--- src/rtl/score_bcd_converter_if.sv ---
// Handshake/result bundle for the score-to-BCD converter.
//   start : request a conversion of bin (master -> slave)
//   bin   : unsigned binary score, WIDTH bits (master -> slave)
//   busy  : conversion in progress (slave -> master)
//   done  : one-cycle pulse, bcd just updated (slave -> master)
//   bcd   : packed BCD result, nibble 0 = ones digit (slave -> master)
interface score_bcd_converter_if #(
  parameter int unsigned WIDTH  = 10,
  parameter int unsigned DIGITS = 4
) ();
  logic                  start;
  logic [WIDTH-1:0]      bin;
  logic                  busy;
  logic                  done;
  logic [4*DIGITS-1:0]   bcd;

  modport master (output start, output bin, input busy, input done, input bcd);
  modport slave  (input start, input bin, output busy, output done, output bcd);
endinterface

--- src/rtl/score_bcd_converter.sv ---
// Sequential double-dabble binary-to-BCD converter, one bit per clock.
// Ports:
//   clock : rising-edge clock
//   reset : synchronous, active-high reset
//   bus   : slave side of score_bcd_converter_if (start/bin in,
//           busy/done/bcd out)
// A conversion takes WIDTH cycles in SHIFT; bcd only changes on the final
// step so the displays never see partial scratch values.
module score_bcd_converter #(
  parameter int unsigned WIDTH  = 10,
  parameter int unsigned DIGITS = 4
) (
  input  logic                  clock,
  input  logic                  reset,
  score_bcd_converter_if.slave  bus
);

  localparam int unsigned BCD_W = 4 * DIGITS;
  localparam int unsigned CNT_W = $clog2(WIDTH + 1);

  typedef enum logic {IDLE, SHIFT} state_t;

  state_t             state;
  logic [WIDTH-1:0]   shreg;
  logic [BCD_W-1:0]   scratch;
  logic [CNT_W-1:0]   count;
  logic               busy_q;
  logic               done_q;
  logic [BCD_W-1:0]   bcd_q;

  logic [BCD_W-1:0]   scratch_adj;
  logic [BCD_W-1:0]   scratch_next;

  // Add-3 correction per nibble, then shift in the next binary MSB.
  always_comb begin
    scratch_adj = scratch;
    for (int i = 0; i < int'(DIGITS); i++) begin
      if (scratch[4*i +: 4] >= 4'd5) begin
        scratch_adj[4*i +: 4] = scratch[4*i +: 4] + 4'd3;
      end
    end
    scratch_next = {scratch_adj[BCD_W-2:0], shreg[WIDTH-1]};
  end

  // Control FSM and datapath registers.
  always_ff @(posedge clock) begin
    if (reset) begin
      state   <= IDLE;
      shreg   <= '0;
      scratch <= '0;
      count   <= '0;
      busy_q  <= 1'b0;
      done_q  <= 1'b0;
      bcd_q   <= '0;
    end else begin
      done_q <= 1'b0;
      case (state)
        IDLE: begin
          if (bus.start) begin
            shreg   <= bus.bin;
            scratch <= '0;
            count   <= CNT_W'(WIDTH);
            busy_q  <= 1'b1;
            state   <= SHIFT;
          end
        end
        SHIFT: begin
          scratch <= scratch_next;
          shreg   <= shreg << 1;
          count   <= count - CNT_W'(1);
          // Last step: publish the finished value and release busy.
          if (count == CNT_W'(1)) begin
            bcd_q  <= scratch_next;
            done_q <= 1'b1;
            busy_q <= 1'b0;
            state  <= IDLE;
          end
        end
        default: state <= IDLE;
      endcase
    end
  end

  assign bus.busy = busy_q;
  assign bus.done = done_q;
  assign bus.bcd  = bcd_q;

endmodule

--- src/flat_wrapper.sv ---
// flat-port wrapper written by rule: the top's interface ports become plain ports
module score_bcd_converter_flat 
#(
  parameter int unsigned WIDTH  = 10,
  parameter int unsigned DIGITS = 4
)
  (clock, reset, bus_start, bus_bin, bus_busy, bus_done, bus_bcd);
  score_bcd_converter_if #(.WIDTH(WIDTH), .DIGITS(DIGITS)) bus_i ();
  input  logic clock;
  input  logic reset;
  input wire logic [$bits(bus_i.start)-1:0] bus_start;
  input wire logic [$bits(bus_i.bin)-1:0] bus_bin;
  output wire logic [$bits(bus_i.busy)-1:0] bus_busy;
  output wire logic [$bits(bus_i.done)-1:0] bus_done;
  output wire logic [$bits(bus_i.bcd)-1:0] bus_bcd;
  assign bus_i.start = bus_start;
  assign bus_i.bin = bus_bin;
  assign bus_busy = bus_i.busy;
  assign bus_done = bus_i.done;
  assign bus_bcd = bus_i.bcd;
  score_bcd_converter #(.WIDTH(WIDTH), .DIGITS(DIGITS)) u_core (.clock(clock), .reset(reset), .bus(bus_i));
endmodule
--- config.mk ---
export PLATFORM = sky130hd
export DESIGN_NAME = score_bcd_converter_flat
export DESIGN_NICKNAME = d
export VERILOG_FILES = /design/src/rtl/score_bcd_converter_if.sv /design/src/rtl/score_bcd_converter.sv /design/src/flat_wrapper.sv
export SDC_FILE = /design/constraint.sdc
export NUM_CORES = 1
export LEC_CHECK = 0
export ABC_CLOCK_PERIOD_IN_PS = 1720
export CAP_MARGIN = 20
export CORE_UTILIZATION = 39
export CTS_CLUSTER_DIAMETER = 60
export DETAILED_ROUTE_END_ITERATION = 10
export GPL_TIMING_DRIVEN = 0
export PLACE_DENSITY = 0.68
export SETUP_SLACK_MARGIN = 0.15
export SYNTH_ARGS = -nofsm -noshare
export SYNTH_HDL_FRONTEND = slang
export SYNTH_SLANG_ARGS = --single-unit
--- constraint.sdc ---
create_clock -name clock -period 1.72 [get_ports clock]
set_clock_uncertainty 0.15 [all_clocks]
set_input_delay 0.172 -clock clock [delete_from_list [all_inputs] [get_ports clock]]
set_output_delay 0.172 -clock clock [all_outputs]
set_load 0.05 [all_outputs]
==> results of run 1 <==
==> synthesized netlist by cell type <==
master	count
a21oi_1	23
a22o_1	5
mux2i_1	13
nor3b_1	7
o21ai_0	13
a32o_1	4
nor3_4	1
mux2_4	2
a21o_1	3
nor3_1	10
xnor2_1	4
o2bb2ai_1	9
ha_1	10
o21ba_2	1
nand3b_1	1
inv_1	11
a21oi_2	1
o2bb2ai_2	2
clkinv_1	1
clkbuf_1	5
nor2_2	1
buf_4	5
a311oi_1	1
nand3_1	11
nor2_1	25
nand2_2	1
a211oi_1	1
dfxtp_1	49
o21ai_2	2
buf_2	3
nand2b_1	6
==> power by group <==
group / internal (mW) / switching [mW] / leakage (nW)
Clock: 0.364 / 0.378 / 0.0542
Sequential: 1.16 / 0.0218 / 0.403
Combinational: 0.0995 / 0.134 / 0.721
==> worst max-delay path: stages, from the launching register on <==
cell	delay [ns]
dfxtp_2	0.34
inv_2	0.08
ha_4	0.14
nand2_4	0.04
nor3_4	0.25
nor2_4	0.14
clkbuf_16	0.19
o2bb2ai_2	0.11
==> sequential cells by signal (all words and copies together) (netlist names) <==
name / count
u_core.shreg: 10
u_core.scratch: 16
u_core.count: 4
u_core.bus.done: 1
u_core.bus.bcd: 16
u_core.bus.busy: 1
u_core.state: 1
==> layout make-up <==
class | count | share of cell area, %
inverters | 12 | 1.84
repair buffers | 37 | 11.6
multi-input cells | 157 | 43.0
clock inverters | 1 | 0.171
flip-flops and latches | 49 | 34.2
plain buffers | 13 | 2.82
well taps | 70 | 3.00
clock buffers | 7 | 3.29
==> logic make-up after synthesis <==
| family | after synthesis | share of synthesized area (%) |
|---|---|---|
| simple gates | 63 | 14.8 |
| fa+ha+maj | 10 | 5.71 |
| xor+xnor | 4 | 1.60 |
| buf+inv | 25 | 5.31 |
| mux | 15 | 7.31 |
| compound gates | 65 | 20.4 |
| flops | 49 | 44.8 |
==> repair_timing <==
action                                  CTS  global route
setup buffers                             3             4
pin swaps                                 4            11
cloned                                    0             2
hold endpoints to repair                  0             0
gates resized for setup                  35            38
hold buffers                              0             0
endpoints found under the setup margin   34            25
==> how the worst max path moves through the flow <==
stage                            from  slack, ns                  to
floorplan           u_core.scratch[4]       0.18   u_core.scratch[6]
global placement      u_core.count[1]       0.10   u_core.bus.bcd[4]
detailed placement  u_core.scratch[4]       0.07   u_core.scratch[6]
CTS                   u_core.count[1]       0.15  u_core.bus.bcd[13]
global route          u_core.count[1]       0.13  u_core.bus.bcd[11]
finish                u_core.count[1]       0.18   u_core.bus.bcd[6]
==> routing by layer <==
layer  track usage, %  routed length (um)  vias to the layer above  part of all wire, %
met1             21.2                2370                      864                   48
met2             27.4                2290                       33                   46
met4             7.69                 122                        0                  2.5
li1                 -                   -                      907                    -
met3             2.98                 146                       12                  3.0
met5                0                   0                        -                    0
==> impl_metrics.toml, run 1 <==
[run_status]
status = "complete, no violations"

[timing]
fin_crit_ns = 1.54
relSlewSlack_pct = 65.8
rsz0062_at_grt = "yes"
final-hold-violation-count = 0
worst_pin_slew_ns = 0.513
setup_viol = 0
fmax_mhz = 651
fin_setup_tns_ns = 0
slew_viol_final = 0
finalCritPeriodShare_pct = 89.3
whs_ns = 0.0197
fin_ws_ns = 0.184

[drt]
antenna_left = 0
dr_total_vias = 1816
vias_per_cell = 5.25
post_drt_wl_per_cell_um = 14.2
drt-total-wl_um = 4930
drc = 0
drtIter0Drc = 75
dr.pass1.iters = 4

[grt]
grt_pass1_wl_um = 7890
antenna_found_initial = 0
gr-total-overflow = 0
grt_pass1_vias = 1716
grt_max_degree = 15
grt_use_total_pct = 16.7

[yosys]
ys_types = 31
syn-num-nets = 254
syn_area_per_cell_um2 = 9.48
synth_warnings = 0
ys_seq_area_share_pct = 44.8
yosys.area.top_type_share_pct = 44.8
synthesis.area_mm2 = 0.00219
synth_cells = 231
synth_area_leader_cell = "dfxtp_1"
synth_area_leaders = "dfxtp_1 45%, mux2i_1 5.9%, ha_1 5.7%"
ys_ff_latch = 49

[setup_path]
crit_path_start_kind = "flip-flop"
reg2reg_from = "u_core.count[1]"
worstRegToRegCells = 7
critPathArrivalTime_ns = 1.59
reg2reg_to = "u_core.bus.bcd[6]"
cp-end-kind = "flip-flop"
regToRegSetupSlack_ns = 0.18
crit_fanout = 8
cp.required_ns = 1.77
worst-setup-path-type = "flip-flop to flip-flop"

[clocking]
cts.sinks = 49
cts_made_buffers = 5
clock-root-buffer = "clkbuf_8"
insertion_delay_ns = 0.30
cts.path.max_buffers = 2
clk_pin_slew_worst_paths_ns = 0.09
tritoncts = "done"
htreeDepth = 2

[hold_path]
whs_path_depth = 2
hold_end = "u_core.count[1]"
hp-class = "input port to flip-flop"
holdCritStartpoint = "reset"

[finish]
final_util_pct = 55.5
multi_input_area_mm2 = 0.00126
drive_above_1_share_pct = 26.4
area_delta_synth_final_pct = 33.5
antenna_cells = 0
mostFrequentLayoutCells = "39 x dfxtp_1, 24 x nor2_1, 23 x a21oi_1"
final_cell_area_mm2 = 0.00292
mostFrequentLayoutCell = "dfxtp_1"
nFillCells = 478
seqCellArea_mm2 = 0.00100
fin_nets = 298
instances_no_fill = 346

[placed_design]
post-place-ws_ns = 0.0669
post-place-cells = 329
io_buffers = 28
placedInstanceArea_mm2 = 0.00256
dp_hpwl_um = 3080
routabilityCongestion = 0.818

[power]
total_power_mw = 2.16
power_density_mw_per_mm2 = 737
vdd_ir_drop_max_mv = 0.454
p_leak_nw = 1.18

[floorplanning]
fp.coreArea_mm2 = 0.00527
dieArea_mm2 = 0.00592
dieHeight_um = 77.0
ios = 31
rows = 26
initial_core_util_pct = 41.6
die_x_um = 77.0

[run]
maxCapViolations = 0
(Power assumes the default switching activity.)
==> inputs of run 2 (changes only) <==
--- a/config.mk
+++ b/config.mk
@@ -8,6 +8,7 @@
 export ABC_CLOCK_PERIOD_IN_PS = 1720
 export CAP_MARGIN = 20
 export CORE_UTILIZATION = 39
+export CTS_BUF_LIST = sky130_fd_sc_hd__clkbuf_4 sky130_fd_sc_hd__clkbuf_8
 export CTS_CLUSTER_DIAMETER = 60
 export DETAILED_ROUTE_END_ITERATION = 10
 export GPL_TIMING_DRIVEN = 0
==> constraint.sdc (replaced) <==
create_clock -name clock -period 1.72 [get_ports clock]
set_clock_uncertainty 0.15 [all_clocks]
set_input_delay 0.344 -clock clock [delete_from_list [all_inputs] [get_ports clock]]
set_output_delay 0.344 -clock clock [all_outputs]
set_load 0.05 [all_outputs]
==> run 2 against run 1 <==
Final cell count did not move. Combinational power barely moved. Critical path depth fell by 6. Sequential power barely moved. Global-route usage barely moved.
==> impl_metrics.toml, run 2 (synthesis results as in run 1) <==
[setup_path]
crit_buf_inv = 1
cp.required_ns = 1.23
critPathArrivalTime_ns = 1.05
cp-end-kind = "output pin"
crit_fanout = 2
crit_path_start_kind = "flip-flop"
cp_slowest_cell = "clkdlybuf4s15_2"
cp_cell_sequence = "clkdlybuf4s15_2"
path_delay_family = "buffers and inverters"
cp_slowest_stage_delay_ns = 0.38
worst-setup-path-type = "flip-flop to output pin"

[timing]
finalCritPeriodShare_pct = 89.7
relSlewSlack_pct = 65.2
final-hold-violation-count = 0
fmax_mhz = 648
worst_pin_slew_ns = 0.522
fin_crit_ns = 1.54
setup_viol = 0
fin_setup_tns_ns = 0
slew_viol_final = 0
rsz0062_at_grt = "yes"

[floorplanning]
dieHeight_um = 77.0
dieArea_mm2 = 0.00592
initial_core_util_pct = 41.6
die_x_um = 77.0
fp.coreArea_mm2 = 0.00527
ios = 31
rows = 26

[finish]
fin_nets = 298
mostFrequentLayoutCell = "dfxtp_1"
drive_above_1_share_pct = 33.7
nFillCells = 479
final_util_pct = 56.6
mostFrequentLayoutCells = "39 x dfxtp_1, 24 x nor2_1, 23 x a21oi_1"
area_delta_synth_final_pct = 36.0
antenna_cells = 0

[drt]
dr.pass1.iters = 4
vias_per_cell = 5.19
dr_total_vias = 1795
antenna_left = 0
drt-total-wl_um = 4940
drtIter0Drc = 44
drc = 0
post_drt_wl_per_cell_um = 14.3

[clocking]
clk_pin_slew_worst_paths_ns = 0.09
htreeDepth = 2
tritoncts = "done"
cts_made_buffers = 5
ctsHoldBuffers = 0
cts.path.max_buffers = 2
insertion_delay_ns = 0.30
cts.sinks = 49
clock-root-buffer = "clkbuf_8"

[grt]
grt_use_total_pct = 16.8
grt_max_degree = 15
grt_pass1_vias = 1714
grt_pass1_wl_um = 7900
gr-total-overflow = 0
antenna_found_initial = 0

[power]
vdd_ir_drop_max_mv = 0.453
p_leak_nw = 1.10
power_density_mw_per_mm2 = 722
total_power_mw = 2.15

[placed_design]
io_buffers = 28
dp_hpwl_um = 3080
routabilityCongestion = 0.818

[hold_path]
hp-class = "input port to flip-flop"

[run]
maxCapViolations = 0

[run_status]
status = "complete, no violations"
## run 2: cell types whose count changed in the layout (fill, tap and decap cells not counted)
| cell | delta |
|---|---|
| o2bb2ai_1 | -2 |
| clkdlybuf4s18_2 | +1 |
| o2bb2ai_2 | +2 |
| dlygate4sd2_1 | -18 |
| clkdlybuf4s15_2 | +17 |
## run 2: layout make-up
cell class / count / area [um2] / area share [%]
Clock inverter: 1 / 5.00 / 0.168
Sequential cell: 49 / 1000 / 33.6
Multi-Input combinational cell: 157 / 1270 / 42.6
Clock buffer: 7 / 96.3 / 3.23
Inverter: 12 / 53.8 / 1.81
Tap cell: 70 / 87.6 / 2.94
Timing Repair Buffer: 37 / 384 / 12.9
Buffer: 13 / 82.6 / 2.77
## run 2: where the power goes
part | internal, mW | switching (mW) | leakage (nW)
Sequential | 1.16 | 0.0217 | 0.403
Combinational | 0.101 | 0.134 | 0.645
Clock | 0.364 | 0.373 | 0.0542
## run 2: path summary, 6_finish.rpt
| check | start | end | slack, ns | cells after the start |
|---|---|---|---|---|
| worst min-delay path | reset | u_core.count[1] | 0.19 | 2 |
| worst min register to register | u_core.bus.bcd[1] | u_core.bus.bcd[1] | 0.32 | 1 |
| worst max register to register | u_core.scratch[5] | u_core.bus.bcd[6] | 0.19 | 6 |
| worst max-delay path | u_core.bus.bcd[2] | bus_bcd[2] | 0.18 | 1 |
## run 2: layer usage
metal  wire length, um  part of all wire [%]  global-route usage (%)  vias to the layer above
met5                 0                     0                       0                        -
met4               121                   2.5                    7.69                        0
met3               119                   2.4                    2.98                       12
met2              2280                    46                    27.5                       29
met1              2420                    49                    21.2                      845
li1                  -                     -                       -                      909
## run 2: through the flow
stage,setup WS (ns),std cells,instance area [um2],hold WS (ns)
after floorplan,0.182,231,2190,0.304
after global placement,0.0858,329,2560,0.300
after detailed placement,0.0669,329,2560,0.299
after CTS,0.152,340,2760,0.182
after global routing,0.132,346,2980,0.191
final,0.177,346,2980,0.191
## run 2: timing repair
| action | CTS | global route |
|---|---|---|
| setup buffers | 3 | 4 |
| gates cloned | 0 | 2 |
| setup endpoints to repair | 34 | 26 |
| pin swaps | 4 | 11 |
| gates resized for setup | 71 | 41 |
==> inputs of run 3 (changes only) <==
--- a/config.mk
+++ b/config.mk
@@ -12,6 +12,7 @@
 export CTS_CLUSTER_DIAMETER = 60
 export DETAILED_ROUTE_END_ITERATION = 10
 export GPL_TIMING_DRIVEN = 0
+export MAX_ROUTING_LAYER = met4
 export PLACE_DENSITY = 0.68
 export SETUP_SLACK_MARGIN = 0.15
 export SYNTH_ARGS = -nofsm -noshare
==> run 3 against run 2 <==
Wire length about the same. Sequential power about the same. Register-to-register slack about the same. First-iteration DRC count up 34%. Non-clock buffer count unchanged. Critical endpoint is now bus_bcd[8]. Global-route usage up 0.48 points. Sequential share of layout area unchanged. Core utilization unchanged. Flip-flop and latch count unchanged. Largest cell class unchanged.
==> impl_metrics.toml, run 3 (synthesis results as in run 1) <==
[drt]
dr.pass1.iters = 4
drtIter0Drc = 59
post_drt_wl_per_cell_um = 14.3
dr_total_vias = 1803
antenna_left = 0
drc = 0
drt-total-wl_um = 4940
vias_per_cell = 5.21

[power]
power_density_mw_per_mm2 = 723
total_power_mw = 2.15
vdd_ir_drop_max_mv = 0.454
p_leak_nw = 1.10

[setup_path]
crit_path_start_kind = "flip-flop"
worst-setup-path-type = "flip-flop to output pin"
cp_slowest_stage_delay_ns = 0.38
crit_buf_inv = 1
cp_slowest_cell = "clkdlybuf4s15_2"
cp_cell_sequence = "clkdlybuf4s15_2"
crit_fanout = 2
path_delay_family = "buffers and inverters"
cp.required_ns = 1.23
crit_start = "u_core.bus.bcd[8]"
reg2reg_from = "u_core.scratch[5]"
cp-end-kind = "output pin"
critPathArrivalTime_ns = 1.05

[hold_path]
holdCritStartpoint = "reset"
hp-class = "input port to flip-flop"

[clocking]
clk_pin_slew_worst_paths_ns = 0.09
clock-root-buffer = "clkbuf_8"
ctsHoldBuffers = 0
tritoncts = "done"
insertion_delay_ns = 0.30
htreeDepth = 2
cts_made_buffers = 5
cts.sinks = 49
cts.path.max_buffers = 2

[grt]
grt_pass1_wl_um = 7910
grt_pass1_vias = 1714
antenna_found_initial = 0
grt_max_degree = 15
gr-total-overflow = 0
grt_use_total_pct = 17.2

[floorplanning]
dieArea_mm2 = 0.00592
dieHeight_um = 77.0
rows = 26
fp.coreArea_mm2 = 0.00527
initial_core_util_pct = 41.6
ios = 31
die_x_um = 77.0

[placed_design]
routabilityCongestion = 0.830
io_buffers = 28
dp_hpwl_um = 3080

[run_status]
status = "complete, no violations"

[finish]
mostFrequentLayoutCell = "dfxtp_1"
drive_above_1_share_pct = 33.7
mostFrequentLayoutCells = "39 x dfxtp_1, 24 x nor2_1, 23 x a21oi_1"
fin_nets = 298
antenna_cells = 0
area_delta_synth_final_pct = 36.0

[timing]
rsz0062_at_grt = "yes"
worst_pin_slew_ns = 0.508
setup_viol = 0
finalCritPeriodShare_pct = 89.8
final-hold-violation-count = 0
fin_setup_tns_ns = 0
relSlewSlack_pct = 66.1
slew_viol_final = 0
fin_crit_ns = 1.54
fmax_mhz = 647

[run]
maxCapViolations = 0
-- run 3: cell counts in the layout (fill, tap and decap cells not counted) --
Identical to the previous run, type by type.
-- run 3: path summary, 6_finish.rpt --
| path | to | slack, ns | cells past startpoint |
|---|---|---|---|
| worst max-delay path | bus_bcd[8] | 0.18 | 1 |
| worst min-delay path | u_core.count[1] | 0.19 | 2 |
| worst max register to register | u_core.bus.bcd[6] | 0.19 | 6 |
| worst min register to register | u_core.bus.bcd[1] | 0.32 | 1 |
-- run 3: through the flow --
step	instance area [um2]	std cells	hold WS, ns	setup WS, ns	util [%]
5_1_grt	2980	346	0.191	0.132	56.6
2_1_floorplan	2190	231	0.304	0.182	-
4_1_cts	2760	340	0.182	0.152	52.4
3_3_place_gp	2560	329	0.300	0.0858	48.6
6_report	2980	346	0.190	0.175	56.6
3_5_place_dp	2560	329	0.299	0.0669	48.6
-- run 3: per-layer routing --
layer / up-vias / wire length (um) / global-route usage, % / part of all wire (%)
met2: 27 / 2290 / 27.5 / 46
met5: - / 0 / - / 0
met4: 0 / 118 / 7.69 / 2.4
met3: 12 / 114 / 2.98 / 2.3
met1: 856 / 2420 / 21.2 / 49
li1: 908 / - / - / -
-- run 3: layout make-up --
class                   count  area [um2]
plain buffers              13        82.6
clock buffers               7        96.3
clock inverters             1        5.00
fillers                   479        2290
inverters                  12        53.8
multi-input cells         157        1270
flip-flops and latches     49        1000
well taps                  70        87.6
repair buffers             37         384
-- run 3: where the power goes --
| group | switching [mW] | internal (mW) |
|---|---|---|
| Clock | 0.376 | 0.364 |
| Combinational | 0.134 | 0.101 |
| Sequential | 0.0217 | 1.16 |
| Total | 0.531 | 1.62 |
-- run 3: what timing repair did --
item,in CTS,in global routing
buffers inserted,3,4
pin swaps,4,11
cloned,0,2
gates resized for setup,71,41
setup endpoints to repair,34,26
